==> src/rtl/bp_cfg_responder.sv <==
// bp_cfg_responder
// Per-core configuration-bus responder. Claims requests addressed to this
// core's ID or to the all-ones broadcast ID, applies writes to a small
// register file that drives the core/CCE control outputs, and returns read
// data for exact-ID reads on a registered valid/yumi channel.
module bp_cfg_responder #(
    parameter int cfg_core_width_p = 8,
    parameter int cfg_addr_width_p = 16,
    parameter int cfg_data_width_p = 64
) (
    input  logic                        clk_i,
    input  logic                        reset_n_i,
    input  logic [cfg_core_width_p-1:0] my_core_id_i,

    input  logic                        cfg_v_i,
    output logic                        cfg_ready_o,
    input  logic                        cfg_w_i,
    input  logic [cfg_core_width_p-1:0] cfg_core_i,
    input  logic [cfg_addr_width_p-1:0] cfg_addr_i,
    input  logic [cfg_data_width_p-1:0] cfg_data_i,

    output logic                        resp_v_o,
    output logic [cfg_data_width_p-1:0] resp_data_o,
    input  logic                        resp_yumi_i,

    output logic                        freeze_o,
    output logic                        cce_mode_o,
    output logic [7:0]                  domain_mask_o,
    output logic [cfg_data_width_p-1:0] scratch_o
);

    localparam logic [0:0] STATE_IDLE = 1'b0;
    localparam logic [0:0] STATE_RESP = 1'b1;

    localparam logic [cfg_addr_width_p-1:0] ADDR_FREEZE   = cfg_addr_width_p'(0);
    localparam logic [cfg_addr_width_p-1:0] ADDR_CCE_MODE = cfg_addr_width_p'(1);
    localparam logic [cfg_addr_width_p-1:0] ADDR_DOMAIN   = cfg_addr_width_p'(2);
    localparam logic [cfg_addr_width_p-1:0] ADDR_SCRATCH  = cfg_addr_width_p'(3);
    localparam logic [cfg_addr_width_p-1:0] ADDR_WR_COUNT = cfg_addr_width_p'(4);

    logic [0:0]                  state_r;
    logic [cfg_data_width_p-1:0] resp_data_r;

    logic                        freeze_r;
    logic                        cce_mode_r;
    logic [7:0]                  domain_mask_r;
    logic [cfg_data_width_p-1:0] scratch_r;
    logic [15:0]                 wr_count_r;

    logic                        accept;
    logic                        is_bcast;
    logic                        is_exact;
    logic                        wr_en;
    logic                        rd_en;
    logic [cfg_data_width_p-1:0] rd_data;

    // A request addressed to all-ones is always treated as broadcast, even
    // if this core's own ID happens to be all-ones, so it never produces a
    // read response.
    assign cfg_ready_o = (state_r == STATE_IDLE);
    assign accept      = cfg_v_i & cfg_ready_o;
    assign is_bcast    = &cfg_core_i;
    assign is_exact    = (cfg_core_i == my_core_id_i) & ~is_bcast;
    assign wr_en       = accept & cfg_w_i & (is_exact | is_bcast);
    assign rd_en       = accept & ~cfg_w_i & is_exact;

    assign resp_v_o      = (state_r == STATE_RESP);
    assign resp_data_o   = resp_data_r;
    assign freeze_o      = freeze_r;
    assign cce_mode_o    = cce_mode_r;
    assign domain_mask_o = domain_mask_r;
    assign scratch_o     = scratch_r;

    // Read mux: zero-extended register contents, zero for unmapped addresses
    always_comb begin
        rd_data = '0;
        case (cfg_addr_i)
            ADDR_FREEZE:   rd_data[0]    = freeze_r;
            ADDR_CCE_MODE: rd_data[0]    = cce_mode_r;
            ADDR_DOMAIN:   rd_data[7:0]  = domain_mask_r;
            ADDR_SCRATCH:  rd_data       = scratch_r;
            ADDR_WR_COUNT: rd_data[15:0] = wr_count_r;
            default:       rd_data       = '0;
        endcase
    end

    // Response FSM: capture read data at acceptance, hold it until yumi
    always_ff @(posedge clk_i or negedge reset_n_i) begin
        if (!reset_n_i) begin
            state_r     <= STATE_IDLE;
            resp_data_r <= '0;
        end else begin
            case (state_r)
                STATE_IDLE: begin
                    if (rd_en) begin
                        state_r     <= STATE_RESP;
                        resp_data_r <= rd_data;
                    end
                end
                STATE_RESP: begin
                    if (resp_yumi_i) begin
                        state_r <= STATE_IDLE;
                    end
                end
                default: state_r <= STATE_IDLE;
            endcase
        end
    end

    // Register file: matched writes update the addressed field and always
    // bump the write counter, even when the address is read-only or unmapped
    always_ff @(posedge clk_i or negedge reset_n_i) begin
        if (!reset_n_i) begin
            freeze_r      <= 1'b1;
            cce_mode_r    <= 1'b0;
            domain_mask_r <= 8'h01;
            scratch_r     <= '0;
            wr_count_r    <= '0;
        end else if (wr_en) begin
            wr_count_r <= wr_count_r + 16'd1;
            case (cfg_addr_i)
                ADDR_FREEZE:   freeze_r      <= cfg_data_i[0];
                ADDR_CCE_MODE: cce_mode_r    <= cfg_data_i[0];
                ADDR_DOMAIN:   domain_mask_r <= cfg_data_i[7:0];
                ADDR_SCRATCH:  scratch_r     <= cfg_data_i;
                default: ;
            endcase
        end
    end

endmodule

==> config.mk <==
export PLATFORM = sky130hd
export DESIGN_NAME = bp_cfg_responder
export DESIGN_NICKNAME = d
export VERILOG_FILES = /design/src/rtl/bp_cfg_responder.sv
export SDC_FILE = /design/constraint.sdc
export NUM_CORES = 1
export LEC_CHECK = 0
export BUFFER_PORTS_ARGS = -buffer_cell sky130_fd_sc_hd__buf_2
export CORE_MARGIN = 5
export CORE_UTILIZATION = 23
export DETAILED_ROUTE_END_ITERATION = 16
export PLACE_DENSITY = 0.44
export SYNTH_ARGS = -nofsm -noshare
export SYNTH_HDL_FRONTEND = slang
export SYNTH_SLANG_ARGS = --single-unit
==> constraint.sdc <==
create_clock -name clk_i -period 3.1 [get_ports clk_i]
set_input_delay 0.155 -clock clk_i [delete_from_list [all_inputs] [get_ports clk_i]]
set_output_delay 0.155 -clock clk_i [all_outputs]
set_load 0.005 [all_outputs]
==> results.json <==
{
  "wl_mm": 19.8,
  "power_switching_mw": 1.15,
  "hold_viol_final": 0,
  "powerDensity_mw_per_mm2": 486,
  "cts.repair.resized": 0,
  "holdCritStartpoint": "cfg_data_i[0]",
  "status": "finished clean",
  "synth_cell_types": 38,
  "end_kind": "register",
  "die_w_um": 180,
  "grt_pass1_vias": 5656,
  "synth.area.top_cells": "dfrtp_1 58%, mux2_1 10%, nand3_1 4.5%",
  "start_util_pct": 23.2,
  "tightest_slew_ns": 0.836,
  "pin_count": 241,
  "ys_ff_latch": 155,
  "drv_cap": 0,
  "skew_ns": 0.0131,
  "cts_inserted_buffers": 17,
  "swShare_pct": 25.1,
  "drt_iter0_markers": 314,
  "fmax_mhz": 488,
  "gr-total-overflow": 0,
  "finalNonFillerCells": 1247,
  "synth_ff_type": "dfrtp_1",
  "p_leak_nw": 4.86,
  "grt_pass1_wl_mm": 32.3,
  "rsz0062_at_grt": "no",
  "dieArea_mm2": 0.0323,
  "crit_family": "simple AND/OR/NAND/NOR gates",
  "layout.nets": 951,
  "synth_edf_count": 0,
  "drv_slew": 0,
  "root_buffer": "clkbuf_16",
  "gp_congestion": 0.738,
  "dr_total_vias": 5317,
  "rows": 62,
  "first_pass_iters": 4,
  "crit_buf_inv": 1,
  "coreArea_mm2": 0.0285,
  "maxSlewHeadroom_pct": 44.1,
  "asyncSetResetFlopFracSynth_pct": 100,
  "syn_nets": 651,
  "ir_worst_vdd_uv": 252,
  "netlist_instances": 549,
  "dp_hpwl_mm": 13.5,
  "p_clk_share_pct": 46.0,
  "setup_viol": 0,
  "ant_nets": 0,
  "cpPeakStageDelay_ns": 0.44,
  "routed_via_density": 4.26,
  "worstSetupEndpoint": "scratch_o[44]",
  "die_h_um": 180,
  "worstSetupPathType": "reg -> reg",
  "final_area_mm2": 0.00942,
  "reg2reg_to": "scratch_o[44]",
  "avgSynthCellArea_um2": 12.1,
  "cp.required_ns": 3.40,
  "period_share_pct": 66.2,
  "final_layout_size_suffix_gt1_share_pct": 36.0,
  "worst-r2r-cell-count": 4,
  "synth.most_common_cell": "dfrtp_1",
  "final.setup.worst_slack_ns": 1.05,
  "crit_arrival_ns": 2.35,
  "numPortBuffers": 240,
  "ys_top_cells_by_count": "153 x dfrtp_1, 60 x mux2_1, 60 x nand3_1",
  "synth_top_area_cell": "dfrtp_1",
  "drc_errors": 0,
  "rrSetupSlack_ns": 1.05,
  "r2r-start": "resp_v_o",
  "slowest_stage": "and3b_1",
  "path_max_fanout": 17,
  "ys_warn_count": 0,
  "cts_buffer_depth": 2,
  "path_depth": 4,
  "clock_latency_ns": 0.42,
  "grt_max_degree": 122,
  "path_cells": "and3b_1, and3_4, buf_4, mux2_1",
  "start_kind": "register",
  "post_dp_cell_area_mm2": 0.00817,
  "cts_tree": "built",
  "synth_top_area_share_pct": 57.8,
  "setup_tns_ns": 0,
  "area_growth_pct": 42.1,
  "htreeDepth": 4,
  "clkTransAtPathRegs_ns": 0.07,
  "hp-class": "in -> reg",
  "cts.sinks": 155,
  "post_drt_wl_per_cell_um": 15.9,
  "track_usage_pct": 12.3,
  "place_inst": 1149,
  "synth_area_mm2": 0.00663,
  "antenna_found_initial": 1,
  "timing.final.crit_period_ns": 2.05,
  "p_int_mw": 3.43,
  "pwr-share-seq_pct": 46.3,
  "pre_cts_slack_ns": 0.723,
  "ys_seq_area_share_pct": 58.6,
  "crit_start": "resp_v_o",
  "pwr-share-comb_pct": 7.6
}
[cell type report]
class	instances	area [µm²]
flip-flops and latches	155	3880
clock inverters	14	151
diodes	1	2.50
inverters	51	191
fillers	2976	19100
clock buffers	18	439
multi-input cells	312	2320
well taps	384	480
repair buffers	312	1950
[power by group through the flow]
stage / clock network [mW] / registers, mW / logic, mW
2_1_floorplan: 0 / 2.16 / 0.0727
3_3_place_gp: 0 / 2.16 / 0.293
3_5_place_dp: 0 / 2.16 / 0.293
4_1_cts: 2.20 / 2.12 / 0.358
5_1_grt: 2.27 / 2.13 / 0.395
6_report: 2.11 / 2.12 / 0.350
[cell families after synthesis]
family,Yosys count,share of synthesized area [%]
compound gates,79,6.91
fa+ha+maj,1,0.189
buf+inv,82,6.55
mux,90,15.2
xor+xnor,23,3.04
simple gates,119,9.57
flops,155,58.6
[per-layer routing]
layer | global-route usage, % | wire length [µm] | vias to the layer above
li1 | - | - | 2517
met1 | 15.4 | 8620 | 2621
met2 | 20.1 | 9580 | 165
met3 | 4.73 | 1430 | 14
met4 | 3.14 | 190 | 0
met5 | 0 | 0 | -
[sequential cells by signal (all words and copies together) (netlist names)]
name           count
cce_mode_o         1
resp_v_o           1
wr_count_r        16
domain_mask_o      8
resp_data_o       64
freeze_o           1
scratch_o         64
[placed cells by master (no fill, tap or decap), types with 4 or more instances in the layout]
cell           Yosys  final
nor3_1            10      9
dfrtp_1          153    153
nor2_1            15     15
mux2i_1            7      7
buf_4              1      4
xnor2_1           17     17
nand2_1            4      4
xor2_1             6      6
clkbuf_16          0     17
o21ai_0           50     50
mux2_1            60     60
o2bb2ai_1          7      7
inv_1             51     51
nand4_1           11     11
a21oi_1            9      9
a22oi_1            8      8
nand3_1           60     60
buf_2             14    239
inv_6              0      6
mux2_2            23     23
dlygate4sd3_1      0     65
[repair_timing]
item / CTS / global route
setup buffers: 0 / 0
setup endpoints to repair: 0 / 0
hold buffers: 65 / 0
hold endpoints to repair: 133 / 0
[worst reg2reg max path, stage by stage, from the launching register on]
cell     delay, ns
dfrtp_1       0.41
and3b_1       0.44
and3_4        0.41
buf_4         0.32
mux2_1        0.36
[worst min-delay path by stage]
stage	to	slack (ns)	cells past startpoint
5_1_grt	freeze_o	0.04	2
3_5_place_dp	domain_mask_o[1]	0.21	1
2_1_floorplan	cce_mode_o	-0.14	0
6_report	domain_mask_o[0]	0.06	2
4_1_cts	domain_mask_o[0]	0.04	2
3_3_place_gp	domain_mask_o[1]	0.21	1
[through the flow]
stage                     util (%)  hold slack [ns]  power, mW
after floorplan                  -           -0.141       2.24
after detailed placement      28.6            0.213       2.45
final                         33.0           0.0632       4.58
after CTS                     33.0           0.0435       4.68
after global routing          33.0           0.0415       4.80
after global placement        28.6            0.212       2.45
Note: power is estimated with default switching activity, not from simulation.
